--- config.mk ---
export PLATFORM = sky130hd
export DESIGN_NAME = alu_cmd_sequencer
export DESIGN_NICKNAME = d
export VERILOG_FILES = /design/src/rtl/alu_cmd_sequencer.sv
export SDC_FILE = /design/constraint.sdc
export NUM_CORES = 1
export LEC_CHECK = 0
export ABC_AREA = 1
export BUFFER_PORTS_ARGS = -buffer_cell sky130_fd_sc_hd__buf_2
export CORE_ASPECT_RATIO = 0.7
export CORE_MARGIN = 3
export CORE_UTILIZATION = 30
export CTS_BUF_LIST = sky130_fd_sc_hd__clkbuf_2
export DETAILED_ROUTE_END_ITERATION = 7
export GPL_TIMING_DRIVEN = 0
export PLACE_DENSITY = 0.52
export SLEW_MARGIN = 20
export SYNTH_ARGS = -nofsm -noshare
export SYNTH_HDL_FRONTEND = slang
export SYNTH_SLANG_ARGS = --single-unit
--- constraint.sdc ---
create_clock -name clk -period 4.9 [get_ports clk]
set_input_delay 0.49 -clock clk [delete_from_list [all_inputs] [get_ports clk]]
set_output_delay 0.49 -clock clk [all_outputs]
set_load 0.01 [all_outputs]
--- src/rtl/alu_cmd_sequencer.sv ---
// alu_cmd_sequencer: queues {oper, A, B} commands, issues them one at a time
// to the clocked ALUnit, waits ALU_LAT edges, then captures the result and
// {Z,V,C,N} flags and holds them on a valid/ready result port.
// Optional build macro: ALU_SEQ_NOP_SKIP_EN. When it is defined, NOP commands
// (oper == 3'b000) are dropped from the queue without reaching the ALU.
module alu_cmd_sequencer #(
  parameter int DATA_W     = 32,
  parameter int FIFO_DEPTH = 4,   // power of 2, at least 2
  parameter int ALU_LAT    = 1    // at least 1
) (
  input  logic                          clk,
  input  logic                          rst_n,
  input  logic                          cmd_valid,
  output logic                          cmd_ready,
  input  logic [2:0]                    cmd_oper,
  input  logic [DATA_W-1:0]             cmd_a,
  input  logic [DATA_W-1:0]             cmd_b,
  output logic [2:0]                    alu_oper,
  output logic [DATA_W-1:0]             alu_a,
  output logic [DATA_W-1:0]             alu_b,
  input  logic [DATA_W-1:0]             alu_result,
  input  logic [3:0]                    alu_flags,
  output logic                          res_valid,
  input  logic                          res_ready,
  output logic [DATA_W-1:0]             res_data,
  output logic [3:0]                    res_flags,
  output logic                          busy,
  output logic [$clog2(FIFO_DEPTH):0]   fifo_count
);

  localparam int AW    = $clog2(FIFO_DEPTH);
  localparam int CW    = (ALU_LAT < 2) ? 1 : $clog2(ALU_LAT + 1);
  localparam int ENT_W = 3 + 2 * DATA_W;

  typedef enum logic [1:0] {
    IDLE = 2'd0,
    WAIT = 2'd1,
    DONE = 2'd2
  } state_t;

  // Queue storage and bookkeeping
  logic [ENT_W-1:0]  mem_q [FIFO_DEPTH];
  logic [AW-1:0]     wr_ptr_q, wr_ptr_d;
  logic [AW-1:0]     rd_ptr_q, rd_ptr_d;
  logic [AW:0]       count_q,  count_d;

  // Sequencer state
  state_t            state_q, state_d;
  logic [CW-1:0]     cnt_q, cnt_d;
  logic [2:0]        alu_oper_q, alu_oper_d;
  logic [DATA_W-1:0] alu_a_q, alu_a_d;
  logic [DATA_W-1:0] alu_b_q, alu_b_d;
  logic              res_valid_q, res_valid_d;
  logic [DATA_W-1:0] res_data_q, res_data_d;
  logic [3:0]        res_flags_q, res_flags_d;

  logic              push;
  logic              pop;
  logic              fifo_empty;
  logic [ENT_W-1:0]  head;
  logic [2:0]        head_oper;
  logic [DATA_W-1:0] head_a;
  logic [DATA_W-1:0] head_b;

  assign fifo_empty = (count_q == '0);
  assign cmd_ready  = (count_q != (AW + 1)'(FIFO_DEPTH));
  assign push       = cmd_valid && cmd_ready;

  // The head entry is read straight from the array; the ALU operand
  // registers act as the read register, so the pop itself is registered.
  assign head      = mem_q[rd_ptr_q];
  assign head_oper = head[ENT_W-1 -: 3];
  assign head_a    = head[2*DATA_W-1 -: DATA_W];
  assign head_b    = head[DATA_W-1:0];

  // Queue array write; contents need no reset because occupancy gates reads
  always_ff @(posedge clk) begin
    if (push) begin
      mem_q[wr_ptr_q] <= {cmd_oper, cmd_a, cmd_b};
    end
  end

  // Next pointers and occupancy; power-of-2 depth makes wrap free
  always_comb begin
    wr_ptr_d = wr_ptr_q;
    rd_ptr_d = rd_ptr_q;
    count_d  = count_q;
    if (push) begin
      wr_ptr_d = wr_ptr_q + AW'(1);
    end
    if (pop) begin
      rd_ptr_d = rd_ptr_q + AW'(1);
    end
    case ({push, pop})
      2'b10:   count_d = count_q + (AW + 1)'(1);
      2'b01:   count_d = count_q - (AW + 1)'(1);
      default: count_d = count_q;
    endcase
  end

  // FSM next state, issue, latency countdown and result capture
  always_comb begin
    state_d     = state_q;
    cnt_d       = cnt_q;
    pop         = 1'b0;
    alu_oper_d  = alu_oper_q;
    alu_a_d     = alu_a_q;
    alu_b_d     = alu_b_q;
    res_valid_d = res_valid_q;
    res_data_d  = res_data_q;
    res_flags_d = res_flags_q;

    case (state_q)
      IDLE: begin
        if (!fifo_empty) begin
          pop = 1'b1;
`ifdef ALU_SEQ_NOP_SKIP_EN
          // A NOP head is consumed here and never reaches the ALU
          if (head_oper != 3'b000) begin
            alu_oper_d = head_oper;
            alu_a_d    = head_a;
            alu_b_d    = head_b;
            cnt_d      = CW'(ALU_LAT);
            state_d    = WAIT;
          end
`else
          alu_oper_d = head_oper;
          alu_a_d    = head_a;
          alu_b_d    = head_b;
          cnt_d      = CW'(ALU_LAT);
          state_d    = WAIT;
`endif
        end
      end

      WAIT: begin
        if (cnt_q != '0) begin
          cnt_d = cnt_q - CW'(1);
        end else begin
          res_data_d  = alu_result;
          res_flags_d = alu_flags;
          res_valid_d = 1'b1;
          state_d     = DONE;
        end
      end

      DONE: begin
        // Result stays put until the consumer takes it
        if (res_valid_q && res_ready) begin
          res_valid_d = 1'b0;
          state_d     = IDLE;
        end
      end

      default: begin
        state_d = IDLE;
      end
    endcase
  end

  // State, queue bookkeeping and output registers
  always_ff @(posedge clk or negedge rst_n) begin
    if (!rst_n) begin
      state_q     <= IDLE;
      cnt_q       <= '0;
      wr_ptr_q    <= '0;
      rd_ptr_q    <= '0;
      count_q     <= '0;
      alu_oper_q  <= '0;
      alu_a_q     <= '0;
      alu_b_q     <= '0;
      res_valid_q <= 1'b0;
      res_data_q  <= '0;
      res_flags_q <= '0;
    end else begin
      state_q     <= state_d;
      cnt_q       <= cnt_d;
      wr_ptr_q    <= wr_ptr_d;
      rd_ptr_q    <= rd_ptr_d;
      count_q     <= count_d;
      alu_oper_q  <= alu_oper_d;
      alu_a_q     <= alu_a_d;
      alu_b_q     <= alu_b_d;
      res_valid_q <= res_valid_d;
      res_data_q  <= res_data_d;
      res_flags_q <= res_flags_d;
    end
  end

  assign alu_oper   = alu_oper_q;
  assign alu_a      = alu_a_q;
  assign alu_b      = alu_b_q;
  assign res_valid  = res_valid_q;
  assign res_data   = res_data_q;
  assign res_flags  = res_flags_q;
  assign fifo_count = count_q;
  assign busy       = (state_q != IDLE) || !fifo_empty;

endmodule

==> flow_metrics.py <==
metrics = {
    "cts": {
        "clk_pin_slew_ps": 130,
        "cts_root_buf": "clkbuf_2",
        "cts_sinks": 382,
        "post_cts_buffers": 0,
        "cts_tree": "done",
        "numCtsBuffers": 95,
        "clockBufferDepth": 3,
        "cts_hold_buf": 108,
        "cts_resized": 0,
        "worstSkewPairLatency_ps": 1090,
        "cts_max_level": 3,
    },
    "hold_path": {
        "whs_endpoint": "mem_q[0][42]",
        "hold_start": "cmd_a[10]",
        "hold_depth": 2,
        "hold_class": "in -> reg",
    },
    "layout": {
        "syn_to_final_growth_pct": 30.2,
        "finalNetCount": 1631,
        "post-route-util": 0.398,
        "instances_no_fill": 2221,
        "design_area_um2": 18600,
        "drive_gt1_frac": 0.299,
    },
    "power_and_ir_drop": {
        "power.leakage_uw": 0.00731,
        "ir_drop_uv": 196,
        "pwr_density_cell_nw_per_um2": 618,
    },
    "synthesis": {
        "synthesis.area_um2": 14300,
        "yosysWarnings": 0,
        "synth.area.top_cells": "edfxtp_1 (56%), dfrtp_1 (20%), nor2_1 (9.0%)",
        "seq_area_frac_synth": 0.763,
        "synth.distinct_cells": 21,
        "netlist_top_cells_count": "nor2_1 (343), edfxtp_1 (268), o21ai_0 (136), dfrtp_1 (114), a31oi_1 (67)",
        "syn_avg_cell_area_um2": 13.2,
        "syn_inst": 1085,
        "async_flop_share": 0.298,
        "syn_nets": 1197,
        "yosysMostFrequentCell": "nor2_1",
        "synth_edf_count": 268,
        "synth_top_flop_cell": "edfxtp_1",
        "yosysTopAreaCellShare": 0.563,
        "yosysTopAreaCell": "edfxtp_1",
        "synth-seq-cells": 382,
    },
    "setup_path": {
        "critPathTopFamily": "flip-flops",
        "worstRegToRegCells": 5,
        "cp-start-kind": "register",
        "worstPathCellList": "nor2_2, nand2_1, buf_2",
        "r2r-end": "mem_q[3][46]",
        "regToRegSetupSlack_ps": 2720,
        "critPathKind": "reg -> out",
        "cp_slowest_cell": "dfrtp_1",
        "cp.arrival_ps": 2050,
        "worst-path-buf-inv": 1,
        "reg2reg_from": "fifo_count[1]",
        "critical_path.endpoint_type": "primary output",
        "crit_path_max_fanout": 5,
        "slowest_delay_ps": 450,
        "worstPathRequired_ps": 4410,
    },
    "global_routing": {
        "grt_max_degree": 67,
        "antenna_found_initial": 6,
        "grt_pass1_wl_um": 61100,
        "overflow": 0,
        "grt_usage": 0.161,
        "grt_pass1_vias": 10100,
    },
    "floorplanning": {
        "die_h_um": 189,
        "core_um2": 46700,
        "die_area_um2": 50300,
        "ios": 216,
        "die_x_um": 267,
        "std_cell_rows": 66,
        "start_util": 0.306,
    },
    "sta": {
        "grt_setup_unrepaired": "false",
        "hold_viol": 0,
        "tightestPinTransition_ps": 713,
        "clock_skew_ps": 80.9,
        "max_freq_mhz": 394,
        "slew_headroom": 0.524,
        "min_period_ps": 2540,
        "period_share": 0.518,
        "slew_violations": 0,
        "setup_violations": 0,
    },
    "route": {
        "ant_nets": 0,
        "routed_wirelength_um": 40300,
        "via_per_inst": 4.46,
        "drtIter0Drc": 514,
        "wl_per_cell_um": 18.1,
        "num_vias": 9901,
        "first_pass_iters": 5,
        "drc": 0,
    },
    "placed_design": {
        "port_buffers": 215,
        "dp_cells": 1926,
        "gp_congestion": 0.728,
        "placed_area_um2": 16500,
        "dp_hpwl_um": 25000,
    },
    "run_status": {
        "status": "complete, no violations",
    },
    "flow_run": {
        "max_cap_viol_count": 0,
    },
}
-- worst register-to-register path, cell delays in order, from the launching register on --
cell and delay (ps):
dfrtp_1 450, nor2_2 110, nand2_1 80, nand2_1 260
nor2_4 650, buf_12 270
-- sequential cells by signal, summed over array words and instances (netlist names) --
signal / flops
alu_oper: 3
state_q: 2
fifo_count: 3
mem_q: 268
res_valid: 1
wr_ptr_q: 2
rd_ptr_q: 2
cnt_q: 1
res_data: 32
alu_a: 32
res_flags: 4
alu_b: 32
-- logic make-up after synthesis --
kind of cell	Yosys count	share of synthesized area
XOR/XNOR	2	0.00123
buffers and inverters	80	0.0253
AO/OA/AOI/OAI	205	0.0784
flip-flops	382	0.763
AND/OR/NAND/NOR	375	0.0990
adder cells (fa/ha/maj)	5	0.00490
multiplexers	36	0.0284
-- final cells by class --
type                       count  area [um^2]
tap                          612          766
sequential                   382        10900
fill                        4528        28100
inverter                      18         67.6
clock inverter                19          185
multi-input combinational    623         3060
clock buffer                 159          796
buffer                        62          294
antenna                        9         22.5
timing repair buffer         337         2510
-- per-layer routing --
layer  vias to the layer above  global-route usage  wire [um]
met2                       227               0.250      18700
met1                      4845               0.218      18700
met3                        62              0.0480       2200
li1                       4763                   -          -
met5                         -                   0         21
met4                         4              0.0510        668
-- how the worst max path moves through the flow --
stage	startpoint	to	depth (start not counted)
final	fifo_count[1]	cmd_ready	3
after global routing	fifo_count[1]	busy	3
after CTS	fifo_count[1]	busy	3
after detailed placement	fifo_count[0]	mem_q[3][2]	5
after global placement	fifo_count[0]	mem_q[1][0]	4
after floorplan	fifo_count[0]	mem_q[0][0]	4
-- cell usage in the layout, fill, tap and decap left out, types with 2 or more instances in the layout --
master / instances
nor2_1: 339
edfxtp_1: 268
buf_2: 248
clkbuf_2: 159
o21ai_0: 136
dfrtp_1: 114
dlygate4sd3_1: 107
a31oi_1: 67
mux2_2: 36
nand2_1: 27
clkbuf_1: 21
inv_1: 17
clkinv_1: 10
diode_2: 9
buf_12: 8
buf_16: 7
nand3_1: 4
nor2_4: 4
buf_1: 4
ha_1: 4
bufinv_16: 4
clkinv_2: 3
buf_6: 2
inv_2: 2
xor2_1: 2
-- per-stage QoR --
step / total power [uW] / setup WS, ps / hold WS (ps) / setup TNS, ps
finish: 11500 / 2360 / 150 / 0
global route: 12400 / 2090 / -32.2 / 0
CTS: 11700 / 2180 / 13.6 / 0
detailed placement: 9210 / 2740 / 460 / 0
global placement: 9060 / -2180 / 458 / -547330
floorplan: 7300 / 747 / 194 / 0
-- power by group --
part / internal (uW) / leakage (uW) / switching [uW]
combinational: 1540 / 0.00281 / 2780
sequential: 4440 / 0.00374 / 353
clock: 1060 / 0.000753 / 1330
total: 7030 / 0.00731 / 4460
Power figures use the tool's default switching activity.
